File: src/rtl/alu_pkg.sv
// Shared command types for the ALU issue stage: opcode encoding and the
// packed command word that travels through the command FIFO.
package alu_pkg;

    typedef enum logic [1:0] {
        OP_ADD = 2'b00,
        OP_SUB = 2'b01,
        OP_AND = 2'b10,
        OP_OR  = 2'b11
    } op_e;

    typedef struct packed {
        logic [7:0] a;
        logic [7:0] b;
        op_e        op;
    } alu_cmd_t;

endpackage

File: src/rtl/alu_cmd_fifo.sv
// Command FIFO with a combinational head view, async active-low reset and
// synchronous flush that also discards any push in the flush cycle.
module alu_cmd_fifo
    import alu_pkg::*;
#(
    parameter int  DEPTH = 4,
    parameter type T     = alu_cmd_t
) (
    input  logic clk,
    input  logic rst_n,
    input  logic flush,
    input  logic push,
    input  T     push_data,
    input  logic pop,
    output logic full,
    output logic empty,
    output T     head
);

    localparam int AW = $clog2(DEPTH);

    logic [AW-1:0] wr_ptr_reg;
    logic [AW-1:0] rd_ptr_reg;
    logic [AW:0]   count_reg;
    T              mem [DEPTH];

    logic do_push;
    logic do_pop;

    assign full    = (count_reg == (AW+1)'(DEPTH));
    assign empty   = (count_reg == '0);
    assign do_push = push && !full;
    assign do_pop  = pop && !empty;
    assign head    = mem[rd_ptr_reg];

    // DEPTH is a power of two, so plain AW-bit increments wrap modulo DEPTH.
    always_ff @(posedge clk or negedge rst_n) begin
        if (!rst_n) begin
            wr_ptr_reg <= '0;
            rd_ptr_reg <= '0;
            count_reg  <= '0;
        end else if (flush) begin
            wr_ptr_reg <= '0;
            rd_ptr_reg <= '0;
            count_reg  <= '0;
        end else begin
            if (do_push) wr_ptr_reg <= wr_ptr_reg + AW'(1);
            if (do_pop)  rd_ptr_reg <= rd_ptr_reg + AW'(1);
            case ({do_push, do_pop})
                2'b10:   count_reg <= count_reg + (AW+1)'(1);
                2'b01:   count_reg <= count_reg - (AW+1)'(1);
                default: count_reg <= count_reg;
            endcase
        end
    end

    always_ff @(posedge clk) begin
        if (do_push && !flush) mem[wr_ptr_reg] <= push_data;
    end

endmodule

File: src/rtl/alu_cmd_sequencer.sv
// Issue stage for the combinational ALU: FIFO-buffered commands, result register
// on a valid/ready stream. Define ALU_SEQ_STATS_EN to build the issue/overflow counters.
module alu_cmd_sequencer
    import alu_pkg::*;
#(
    parameter int DEPTH = 4,
    parameter int CNT_W = 16
) (
    input  logic             clk,
    input  logic             rst_n,
    input  logic             flush,
    input  logic             cmd_valid,
    output logic             cmd_ready,
    input  logic [7:0]       cmd_a,
    input  logic [7:0]       cmd_b,
    input  logic [1:0]       cmd_op,
    output logic [7:0]       alu_a,
    output logic [7:0]       alu_b,
    output logic [1:0]       alu_op_sel,
    input  logic [7:0]       alu_y,
    input  logic             alu_ovf,
    output logic             res_valid,
    input  logic             res_ready,
    output logic [7:0]       res_y,
    output logic             res_ovf,
    output logic             busy,
    output logic [CNT_W-1:0] ovf_count,
    output logic [CNT_W-1:0] op_count
);

    alu_cmd_t cmd_in;
    alu_cmd_t head;
    logic     full;
    logic     empty;
    logic     push;
    logic     issue;
    logic     res_valid_reg;
    logic [7:0] res_y_reg;
    logic     res_ovf_reg;

    assign cmd_in = '{a: cmd_a, b: cmd_b, op: op_e'(cmd_op)};

    // cmd_ready depends only on the registered FIFO count, never on res_ready.
    assign cmd_ready = !full;
    assign push      = cmd_valid && cmd_ready;
    assign issue     = !empty && (!res_valid_reg || res_ready);

    alu_cmd_fifo #(
        .DEPTH (DEPTH),
        .T     (alu_cmd_t)
    ) u_fifo (
        .clk       (clk),
        .rst_n     (rst_n),
        .flush     (flush),
        .push      (push),
        .push_data (cmd_in),
        .pop       (issue),
        .full      (full),
        .empty     (empty),
        .head      (head)
    );

    assign alu_a      = head.a;
    assign alu_b      = head.b;
    assign alu_op_sel = head.op;

    always_ff @(posedge clk or negedge rst_n) begin
        if (!rst_n) begin
            res_valid_reg <= 1'b0;
            res_y_reg     <= '0;
            res_ovf_reg   <= 1'b0;
        end else if (flush) begin
            res_valid_reg <= 1'b0;
        end else if (issue) begin
            res_valid_reg <= 1'b1;
            res_y_reg     <= alu_y;
            res_ovf_reg   <= alu_ovf;
        end else if (res_ready) begin
            res_valid_reg <= 1'b0;
        end
    end

    assign res_valid = res_valid_reg;
    assign res_y     = res_y_reg;
    assign res_ovf   = res_ovf_reg;
    assign busy      = !empty || res_valid_reg;

`ifdef ALU_SEQ_STATS_EN
    localparam logic [CNT_W-1:0] CNT_MAX = {CNT_W{1'b1}};

    logic [CNT_W-1:0] op_count_reg;
    logic [CNT_W-1:0] ovf_count_reg;

    // Flushed issues never produce a result, so they are not counted.
    always_ff @(posedge clk or negedge rst_n) begin
        if (!rst_n) begin
            op_count_reg  <= '0;
            ovf_count_reg <= '0;
        end else if (issue && !flush) begin
            if (op_count_reg != CNT_MAX) op_count_reg <= op_count_reg + CNT_W'(1);
            if (alu_ovf && ovf_count_reg != CNT_MAX) ovf_count_reg <= ovf_count_reg + CNT_W'(1);
        end
    end

    assign op_count  = op_count_reg;
    assign ovf_count = ovf_count_reg;
`else
    assign op_count  = '0;
    assign ovf_count = '0;
`endif

endmodule

File: config.mk
export PLATFORM = sky130hd
export DESIGN_NAME = alu_cmd_sequencer
export DESIGN_NICKNAME = d
export VERILOG_FILES = /design/src/rtl/alu_pkg.sv /design/src/rtl/alu_cmd_fifo.sv /design/src/rtl/alu_cmd_sequencer.sv
export SDC_FILE = /design/constraint.sdc
export NUM_CORES = 1
export LEC_CHECK = 0
export ABC_AREA = 1
export CAP_MARGIN = 20
export CORE_UTILIZATION = 30
export CTS_BUF_LIST = sky130_fd_sc_hd__clkbuf_16
export CTS_CLUSTER_DIAMETER = 150
export CTS_CLUSTER_SIZE = 14
export DETAILED_ROUTE_END_ITERATION = 8
export GPL_TIMING_DRIVEN = 0
export PLACE_DENSITY = 0.6
export SYNTH_ARGS = -nofsm -noshare
export SYNTH_HDL_FRONTEND = slang
export SYNTH_HIERARCHICAL = 1
export SYNTH_SLANG_ARGS = --single-unit
File: constraint.sdc
create_clock -name clk -period 2.6 [get_ports clk]
set_input_delay 0.52 -clock clk [delete_from_list [all_inputs] [get_ports clk]]
set_output_delay 0.52 -clock clk [all_outputs]
set_load 0.02 [all_outputs]
==> results of run 1 <==
-- report_power, final --
part	total (mW)	internal [mW]	leakage [nW]	switching, mW
logic	1.74	0.696	1.17	1.05
registers	1.82	1.73	0.870	0.0924
clock network	1.13	0.636	0.131	0.499
total	4.70	3.06	2.17	1.64
-- critical path, stage by stage (launching register included) --
cell and delay, ns:
sky130_fd_sc_hd__dfrtp_1 0.40, sky130_fd_sc_hd__inv_2 0.16, sky130_fd_sc_hd__buf_4 0.22, sky130_fd_sc_hd__nor2_1 0.05
sky130_fd_sc_hd__o22ai_1 0.17, sky130_fd_sc_hd__clkdlybuf4s50_1 0.63
-- timing repair --
item | CTS | global route
setup endpoints to repair | 17 | 8
gates resized for setup | 15 | 12
hold buffers | 0 | 0
-- metal layers --
metal	wire, um	part of all wire (%)	up-vias	GRT usage (%)
met2	4026	49	82	22.22
met1	3531	43	1217	15.60
met3	503	6.2	6	3.400
met5	0	0	-	0
met4	91	1.1	0	5.214
li1	-	-	1290	-
-- kinds of logic after synthesis --
| logic type | share of synthesized area [%] |
|---|---|
| AOI/OAI and AO/OA | 8.802 |
| buffers and inverters | 10.41 |
| other | 0.09628 |
| xor gates and xnor gates | 0.4498 |
| DFF | 66.43 |
| adders and majority gates | 1.799 |
| and+or+nand+nor | 12.01 |
-- stage by stage --
| step | setup TNS, ns | utilization [%] | instances |
|---|---|---|---|
| after floorplan | 0 | - | 357 |
| after global placement | -53.50 | 38.33 | 590 |
| after detailed placement | -2.262 | 38.89 | 594 |
| after CTS | 0 | 40.99 | 610 |
| after global routing | 0 | 41.18 | 610 |
| final | 0 | 41.18 | 610 |
-- layout by cell type (no fill, tap or decap), types with 17 or more instances in the layout --
| cell | n |
|---|---|
| sky130_fd_sc_hd__nand2_1 | 31 |
| sky130_fd_sc_hd__o21ai_0 | 35 |
| sky130_fd_sc_hd__clkdlybuf4s50_1 | 44 |
| sky130_fd_sc_hd__nor2_1 | 39 |
| sky130_fd_sc_hd__o22ai_1 | 18 |
| sky130_fd_sc_hd__conb_1 | 32 |
| sky130_fd_sc_hd__edfxtp_1 | 72 |
| sky130_fd_sc_hd__buf_4 | 40 |
| sky130_fd_sc_hd__dfrtp_1 | 17 |
| sky130_fd_sc_hd__inv_1 | 18 |
-- path summary, 6_finish.rpt --
check / end
worst max-delay path: alu_a[1]
worst min-delay path: res_y[5]
worst max register to register: u_fifo/mem[0][6]
max in group asynchronous: u_fifo/rd_ptr_reg[0]
worst min register to register: res_y[5]
min in group asynchronous: res_y[3]
-- area by class of cell --
type / count / area, sq um
clock inverter: 7 / 40.04
fill: 1224 / 7423
buffer: 46 / 339.1
inverter: 21 / 81.33
multi-input combinational: 201 / 1028
timing repair buffer: 65 / 679.4
tap: 172 / 215.2
sequential: 89 / 2587
clock buffer: 9 / 225.2
==> run summary, run 1 <==
leakage power = 2.173 nW
Tightest Hold Check Type = reg2reg
dominant cell type by area after synthesis = sky130_fd_sc_hd__edfxtp_1
flip-flop count of the largest register, all copies and words added = 72
Primary FF master, synth = sky130_fd_sc_hd__edfxtp_1
worst hold start = res_y[5]
most frequently used cell type in the post-synthesis netlist = sky130_fd_sc_hd__edfxtp_1
I/O pin count = 94
count of flip-flops with a built-in enable after synthesis = 72
worst-case reg-to-reg path depth = 9
required time reported for the critical path endpoint = 2.08 ns
sink count of the clock tree = 89
top achievable clock speed = 403.9 MHz
RSZ-0062 raised after global routing = false
post-synthesis instance area = 3895 sq um
startpoint of the most critical setup path = u_fifo/rd_ptr_reg[0]
count of maximum capacitance violations = 0
global-route wire length before repair = 12990 um
TritonCTS buffer count = 9
height of the chip = 115.9 um
time the final worst path needs with I/O delays and setup = 2.476 ns
diode count = 0
cell area after layout = 5196 sq um
overall die width = 115.9 um
vias after detailed routing = 2595
Placed Instance Area = 4907 sq um
Iteration-0 DRC Markers = 128
final global-route overflow total = 0
Core Rows = 41
CTS H-Tree Depth = 3
number of buffer cells added on primary ports = 61
DR vias/cell = 4.254
Floorplan Core Area = 12620 sq um
sum of routed wire length over all layers = 8153 um
final setup fails = 0
register area share after synthesis = 66.43%
Critical R2R Launch = u_fifo/count_reg[0]
post-synthesis area per instance = 11.95 sq um
final HPWL from detailed placement = 5559 um
antenna violation net count after detailed routing = 0
clock buffer depth = 2
reg2reg setup slack = 0.25 ns
Worst Setup End Kind = output port
WHS = 0.4752 ns
ys async rst share = 19.10%
DRC errors left = 0
top area cells in the synthesized netlist = sky130_fd_sc_hd__edfxtp_1 (56%), sky130_fd_sc_hd__dfrtp_1 (11%), sky130_fd_sc_hd__buf_4 (6.9%)
count of yosys warnings during synthesis = 6
Clock Latency Late Sink = 0.32 ns
detailed-route wire length per cell = 13.37 um
post-synthesis instance total = 326
result of the run = finished clean
Critical Path Fanout Max = 10
worst max-slew margin expressed relative to the limit = 43.78%
vias in the first global route = 2500
Final WS setup = 0.1244 ns
minimum setup slack after placement = -0.1514 ns
clock transition time at the flip-flop clock pins of the worst setup and hold paths = 0.06 ns
Tightest Pin Transition = 0.8406 ns
Final Hold Vio Count = 0
global placer's final weighted congestion = 0.7303
final worst path period share = 95.22%
data arrival at the endpoint of the critical path = 1.96 ns
CTS tree = done
detailed-router iteration count before antenna repair = 4
effective utilization at floorplan = 30.86%
class of the most critical setup path = reg2out
startpoint class of the critical path = flop
total chip power = 4.695 mW
maximum number of pins on one net before global-route repair = 18
maximum resistive drop on vdd = 0.4265 mV
area fraction of the dominant cell type after synthesis = 55.51%
initial antenna violation count = 0
Commonest cells post-synth = sky130_fd_sc_hd__edfxtp_1 (72), sky130_fd_sc_hd__nor2_1 (43), sky130_fd_sc_hd__buf_4 (36), sky130_fd_sc_hd__o21ai_0 (35), sky130_fd_sc_hd__nand2_1 (31)
count of unique library cells instantiated by Yosys = 30
Layout Area Growth over Synthesis = 33.41%
power density relative to cell area = 903.6 nW/um^2
fraction of layout instances using a drive strength above 1 = 18.95%
die area = 13440 sq um
clock skew after layout = 0.006164 ns
NumNets Final = 470
post-synthesis sequential element count = 89
number of buffers inserted by post-CTS setup repair = 0
worst hold path stage count = 2
Final Max Slew Viols = 0
Overall Global Routing Usage = 13.00%
clock root buffer = sky130_fd_sc_hd__clkbuf_16
Note: power is estimated with default switching activity, not from simulation.
==> inputs of run 2 (changes only) <==
Settings changed: ABC_AREA 1 to not set, CORE_MARGIN set to 2, CORE_UTILIZATION 30 to 49, PLACE_DENSITY 0.6 to 0.86.
==> run summary, run 2 <==
height of the chip = 92.40 um (-20%)
Final Max Slew Viols = 0 (unchanged)
reg2reg setup slack = 0.10 ns (-0.15 ns)
Top Usage Layer GRT = met2
clock buffer depth = 2 (unchanged)
Layout Area Growth over Synthesis = 30.98%
DR vias/cell = 4.765 (+12%)
number of buffer cells added on primary ports = 61 (unchanged)
area fraction of the dominant cell type after synthesis = 56.47% (+0.96 points)
effective utilization at floorplan = 50.07% (+19 points)
initial antenna violation count = 0 (unchanged)
required time reported for the critical path endpoint = 2.08 ns (about the same)
diode count = 0 (unchanged)
DRC errors left = 0 (unchanged)
count of flip-flops with a built-in enable after synthesis = 72 (unchanged)
most frequently used cell type in the post-synthesis netlist = sky130_fd_sc_hd__edfxtp_1
top library cells by usage in the layout, fill and taps aside = sky130_fd_sc_hd__edfxtp_1 (72), sky130_fd_sc_hd__clkdlybuf4s50_1 (61), sky130_fd_sc_hd__buf_4 (35)
top achievable clock speed = 398.1 MHz (-1.4%)
global placer's final weighted congestion = 0.7465 (+2.2%)
sink count of the clock tree = 89 (unchanged)
Overall Global Routing Usage = 15.46% (+2.5 points)
Final Hold Vio Count = 0 (unchanged)
Core Rows = 32 (-22%)
maximum number of pins on one net before global-route repair = 19 (+1)
data arrival at the endpoint of the critical path = 1.99 ns (+0.03 ns)
Primary FF master, synth = sky130_fd_sc_hd__edfxtp_1
Placed Instance Area = 4683 sq um (-4.6%)
Critical R2R Launch = u_fifo/count_reg[1]
post-synthesis instance area = 3829 sq um (-1.7%)
number of buffers inserted by hold repair at cts = 0 (unchanged)
cell area after layout = 5015 sq um (-3.5%)
Tightest Pin Transition = 0.7699 ns (-0.07069 ns)
CTS tree = done
M1 GR Usage = 18.68% (+3.1 points)
Critical Path Fanout Max = 10 (unchanged)
post-synthesis instance total = 219 (-33%)
met2 Usage GRT = 27.19% (+5.0 points)
final HPWL from detailed placement = 4261 um (-23%)
worst-case reg-to-reg path depth = 6 (-3)
maximum resistive drop on vdd = 0.6188 mV (+45%)
fraction of layout instances using a drive strength above 1 = 27.44% (+8.5 points)
sum of routed wire length over all layers = 6342 um (-22%)
RSZ-0062 raised after global routing = true
vias after detailed routing = 2049 (-21%)
die area = 8537 sq um (-36%)
Clock Latency Late Sink = 0.33 ns (about the same)
clock root buffer = sky130_fd_sc_hd__clkbuf_16
time the final worst path needs with I/O delays and setup = 2.512 ns (+0.03617 ns)
CTS H-Tree Depth = 3 (unchanged)
Floorplan Core Area = 7647 sq um (-39%)
antenna violation net count after detailed routing = 0 (unchanged)
final worst path period share = 96.61% (+1.4 points)
startpoint of the most critical setup path = u_fifo/rd_ptr_reg[0]
count of maximum capacitance violations = 0 (unchanged)
vias in the first global route = 2071 (-17%)
top area cells in the synthesized netlist = sky130_fd_sc_hd__edfxtp_1 (56%), sky130_fd_sc_hd__dfrtp_1 (11%), sky130_fd_sc_hd__mux4_2 (11%)
clock skew after layout = 0.005302 ns (-0.0008618 ns)
final global-route overflow total = 0 (unchanged)
count of yosys warnings during synthesis = 6 (unchanged)
detailed-router iteration count before antenna repair = 5 (+1)
dominant cell type by area after synthesis = sky130_fd_sc_hd__edfxtp_1
Worst Setup End Kind = output port
leading cell type in the layout, fill and taps excluded = sky130_fd_sc_hd__edfxtp_1
flip-flop count of the largest register, all copies and words added = 72 (unchanged)
overall die width = 92.40 um (-20%)
GR Layer Usage met3 = 3.336% (-0.064 points)
class of the most critical setup path = reg2out
clock transition time at the flip-flop clock pins of the worst setup and hold paths = 0.06 ns (about the same)
Commonest cells post-synth = sky130_fd_sc_hd__edfxtp_1 (72), sky130_fd_sc_hd__buf_4 (33), sky130_fd_sc_hd__mux4_2 (18), sky130_fd_sc_hd__dfrtp_1 (17), sky130_fd_sc_hd__mux2_4 (9)
NumNets Final = 360 (-23%)
Tightest Hold Check Type = reg2reg
count of unique library cells instantiated by Yosys = 37 (+23%)
minimum setup slack after placement = -0.4682 ns (-0.3168 ns)
post-synthesis area per instance = 17.48 sq um (+46%)
TritonCTS buffer count = 9 (unchanged)
ys async rst share = 19.10% (unchanged)
startpoint class of the critical path = flop
worst max-slew margin expressed relative to the limit = 48.51% (+4.7 points)
Iteration-0 DRC Markers = 97 (-24%)
detailed-route wire length per cell = 14.75 um (+10%)
final setup fails = 0 (unchanged)
worst flop-to-flop path endpoint = u_fifo/mem[2][8]
I/O pin count = 94 (unchanged)
leakage power = 1.931 nW (-11%)
post-synthesis sequential element count = 89 (unchanged)
power density relative to cell area = 961.1 nW/um^2 (+6.4%)
Final WS setup = 0.08820 ns (-0.03617 ns)
global-route wire length before repair = 9922 um (-24%)
end point of the critical path = alu_a[2]
result of the run = finished clean
register area share after synthesis = 67.58% (+1.2 points)
==> run 2: worst min path at each step <==
stage / endpoint / from / cells after the start / slack [ns]
after floorplan: res_ovf / rst_n / 0 / 0.22
after global placement: res_y[2] / res_y[2] / 1 / 0.50
after detailed placement: res_y[5] / res_y[5] / 1 / 0.49
after CTS: res_y[5] / res_y[5] / 1 / 0.52
after global routing: res_ovf / res_ovf / 1 / 0.53
final: res_y[1] / res_y[1] / 1 / 0.51
==> run 2: layout make-up <==
class,count,area (sq um)
Fill cell,522,2633
Sequential cell,89,2589
Multi-Input combinational cell,114,1051
Timing Repair Buffer,62,618.1
Buffer,42,324.1
Clock buffer,10,250.2
Tap cell,102,127.6
Clock inverter,6,36.28
Inverter,5,18.77
==> run 2: cells by family after synthesis <==
kind of cell / share of synthesized area (%)
DFF: 67.58
buffers and inverters: 8.431
and+or+nand+nor: 4.314
muxes: 14.38
AOI/OAI and AO/OA: 2.680
adders and majority gates: 1.830
xor gates and xnor gates: 0.6864
other: 0.09795
==> run 2: metrics by stage <==
step,util [%],instances,setup TNS (ns),hold slack (ns),power [mW]
6_report,65.58,430,0,0.5143,4.820
5_1_grt,65.58,430,-2.742,0.5292,5.046
4_1_cts,65.22,429,0,0.5214,4.810
3_5_place_dp,61.24,413,-32.64,0.4912,3.607
3_3_place_gp,61.24,413,-24.42,0.4981,3.561
2_1_floorplan,-,250,0,0.2244,2.995
==> run 2: worst max-delay path, stage by stage, from the launching register on <==
cell                              delay (ns)
sky130_fd_sc_hd__dfrtp_1                0.38
sky130_fd_sc_hd__buf_6                  0.20
sky130_fd_sc_hd__mux4_2                 0.52
sky130_fd_sc_hd__clkdlybuf4s50_1        0.56
==> run 2: layer usage <==
metal / wire [um] / vias up
li1: - / 970
met1: 2550 / 1006
met2: 3366 / 64
met3: 324 / 9
met4: 100 / 0
met5: 0 / -
==> run 2: repair_timing <==
action,in CTS,in global routing
resized for setup,8,6
endpoints found under the hold margin,0,0
pin swaps,0,1
endpoints found under the setup margin,91,83
buffers inserted,0,1
==> run 2: power breakdown <==
group / leakage, nW / switching (mW) / total [mW] / internal (mW)
Sequential: 0.865 / 0.0985 / 1.85 / 1.75
Clock: 0.148 / 0.489 / 1.19 / 0.698
Combinational: 0.919 / 0.854 / 1.79 / 0.932
Total: 1.93 / 1.44 / 4.82 / 3.38
==> inputs of run 3 (changes only) <==
Settings changed: ABC_AREA set to 0, GPL_TIMING_DRIVEN 0 to not set.
==> run summary, run 3 (synthesis results as in run 2) <==
TritonCTS buffer count = 9 (unchanged)
DRC errors left = 0 (unchanged)
worst-case reg-to-reg path depth = 8 (+2)
Layout Area Growth over Synthesis = 26.18%
count of maximum capacitance violations = 0 (unchanged)
clock skew after layout = 0.007769 ns (+0.002467 ns)
fraction of layout instances using a drive strength above 1 = 18.86% (-8.6 points)
initial antenna violation count = 0 (unchanged)
worst max-slew margin expressed relative to the limit = 51.69% (+3.2 points)
accumulated negative setup slack = 0 ns (unchanged)
CTS H-Tree Depth = 3 (unchanged)
class of the most critical setup path = reg2out
effective utilization at floorplan = 50.07% (unchanged)
total chip power = 4.832 mW (+0.25%)
leakage power = 1.843 nW (-4.6%)
data arrival at the endpoint of the critical path = 2.01 ns (+0.02 ns)
RSZ-0062 raised after global routing = false
flip-flop count of the largest register, all copies and words added = 72 (unchanged)
die area = 8537 sq um (unchanged)
power density relative to cell area = 1000 nW/um^2 (+4.1%)
Worst Setup End Kind = output port
Clock Latency Late Sink = 0.33 ns (about the same)
Critical Path Fanout Max = 20 (+10)
required time reported for the critical path endpoint = 2.08 ns (about the same)
Tightest Pin Transition = 0.7223 ns (-0.04763 ns)
DR vias/cell = 4.877 (+2.4%)
NumNets Final = 329 (-8.6%)
Final Hold Vio Count = 0 (unchanged)
final setup fails = 0 (unchanged)
overall die width = 92.40 um (unchanged)
global-route wire length before repair = 9639 um (-2.9%)
global placer's final weighted congestion = 0.6543 (-12%)
maximum number of pins on one net before global-route repair = 21 (+2)
CTS tree = done
Tightest Hold Check Type = reg2reg
final global-route overflow total = 0 (unchanged)
clock buffer depth = 2 (unchanged)
leading cell type in the layout, fill and taps excluded = sky130_fd_sc_hd__edfxtp_1
time the final worst path needs with I/O delays and setup = 2.526 ns (+0.01453 ns)
minimum setup slack after placement = 0.09066 ns (+0.5588 ns)
detailed-router iteration count before antenna repair = 6 (+1)
height of the chip = 92.40 um (unchanged)
sum of routed wire length over all layers = 6137 um (-3.2%)
antenna violation net count after detailed routing = 0 (unchanged)
Overall Global Routing Usage = 15.13% (-0.34 points)
sink count of the clock tree = 89 (unchanged)
top library cells by usage in the layout, fill and taps aside = sky130_fd_sc_hd__edfxtp_1 (72), sky130_fd_sc_hd__clkdlybuf4s50_1 (53), sky130_fd_sc_hd__conb_1 (32)
number of buffers inserted by post-CTS setup repair = 0 (unchanged)
worst hold path stage count = 1 (unchanged)
Core Rows = 32 (unchanged)
I/O pin count = 94 (unchanged)
startpoint class of the critical path = flop
final HPWL from detailed placement = 4315 um (+1.3%)
Final WS setup = 0.07367 ns (-0.01453 ns)
maximum resistive drop on vdd = 0.5575 mV (-9.9%)
clock transition time at the flip-flop clock pins of the worst setup and hold paths = 0.06 ns (about the same)
clock root buffer = sky130_fd_sc_hd__clkbuf_16
Floorplan Core Area = 7647 sq um (unchanged)
Iteration-0 DRC Markers = 125 (+29%)
vias in the first global route = 1973 (-4.7%)
vias after detailed routing = 1946 (-5.0%)
detailed-route wire length per cell = 15.38 um (+4.3%)
number of buffer cells added on primary ports = 61 (unchanged)
Final Core Density = 63.17% (-2.4 points)
Final Max Slew Viols = 0 (unchanged)
diode count = 0 (unchanged)
result of the run = finished clean
final worst path period share = 97.17% (+0.56 points)
top achievable clock speed = 395.8 MHz (-0.58%)
## run 3: changes by cell type in the layout (fill, tap and decap cells not counted), sizes merged
cell           delta
bufinv            +1
buf              -28
dlymetal6s2s      +8
clkbuf            -4
clkdlybuf4s50     -8
## run 3: worst max-delay path, stage by stage (launching register included)
cell and delay, ns:
sky130_fd_sc_hd__dfrtp_1 0.38, sky130_fd_sc_hd__buf_12 0.21, sky130_fd_sc_hd__mux4_2 0.53, sky130_fd_sc_hd__clkdlybuf4s50_1 0.55
## run 3: path summary, 6_finish.rpt
check                                 endpoint                 start  slack, ns
max                                   alu_a[0]  u_fifo/rd_ptr_reg[0]       0.07
min                                   res_y[7]              res_y[7]       0.51
min reg2reg                           res_y[7]              res_y[7]       0.51
min in group asynchronous             res_y[4]                 rst_n       0.62
max reg2reg                u_fifo/count_reg[1]   u_fifo/count_reg[0]       0.34
max in group asynchronous             res_y[3]                 rst_n       1.52
## run 3: power by group
group	switching (mW)	leakage [nW]	internal (mW)	total [mW]
logic	0.806	0.828	0.881	1.69
registers	0.118	0.866	1.74	1.86
clock network	0.529	0.149	0.754	1.28
total	1.45	1.84	3.38	4.83
## run 3: timing repair
item / CTS / global route
hold buffers: 0 / 0
endpoints found under the setup margin: 0 / 8
gates resized for setup: 0 / 8
## run 3: layer usage
layer / track usage, % / share of wire [%]
met1: 18.91 / 42
met5: 0 / 0
met2: 25.18 / 51
met4: 6.716 / 1.5
met3: 3.662 / 5.1
## run 3: stage by stage
step	hold WS, ns	std cells	area, sq um
floorplan	0.2244	250	3945
global placement	0.4983	383	4507
detailed placement	0.4932	383	4507
CTS	0.5181	399	4811
global route	0.5290	399	4831
finish	0.5135	399	4831
## run 3: layout make-up
type                    count  area [sq um]
fillers                   566          2816
flip-flops and latches     89          2587
multi-input cells         114          1035
repair buffers             73         758.2
clock buffers               9         225.2
well taps                 102         127.6
clock inverters             7         78.83
inverters                   5         18.77
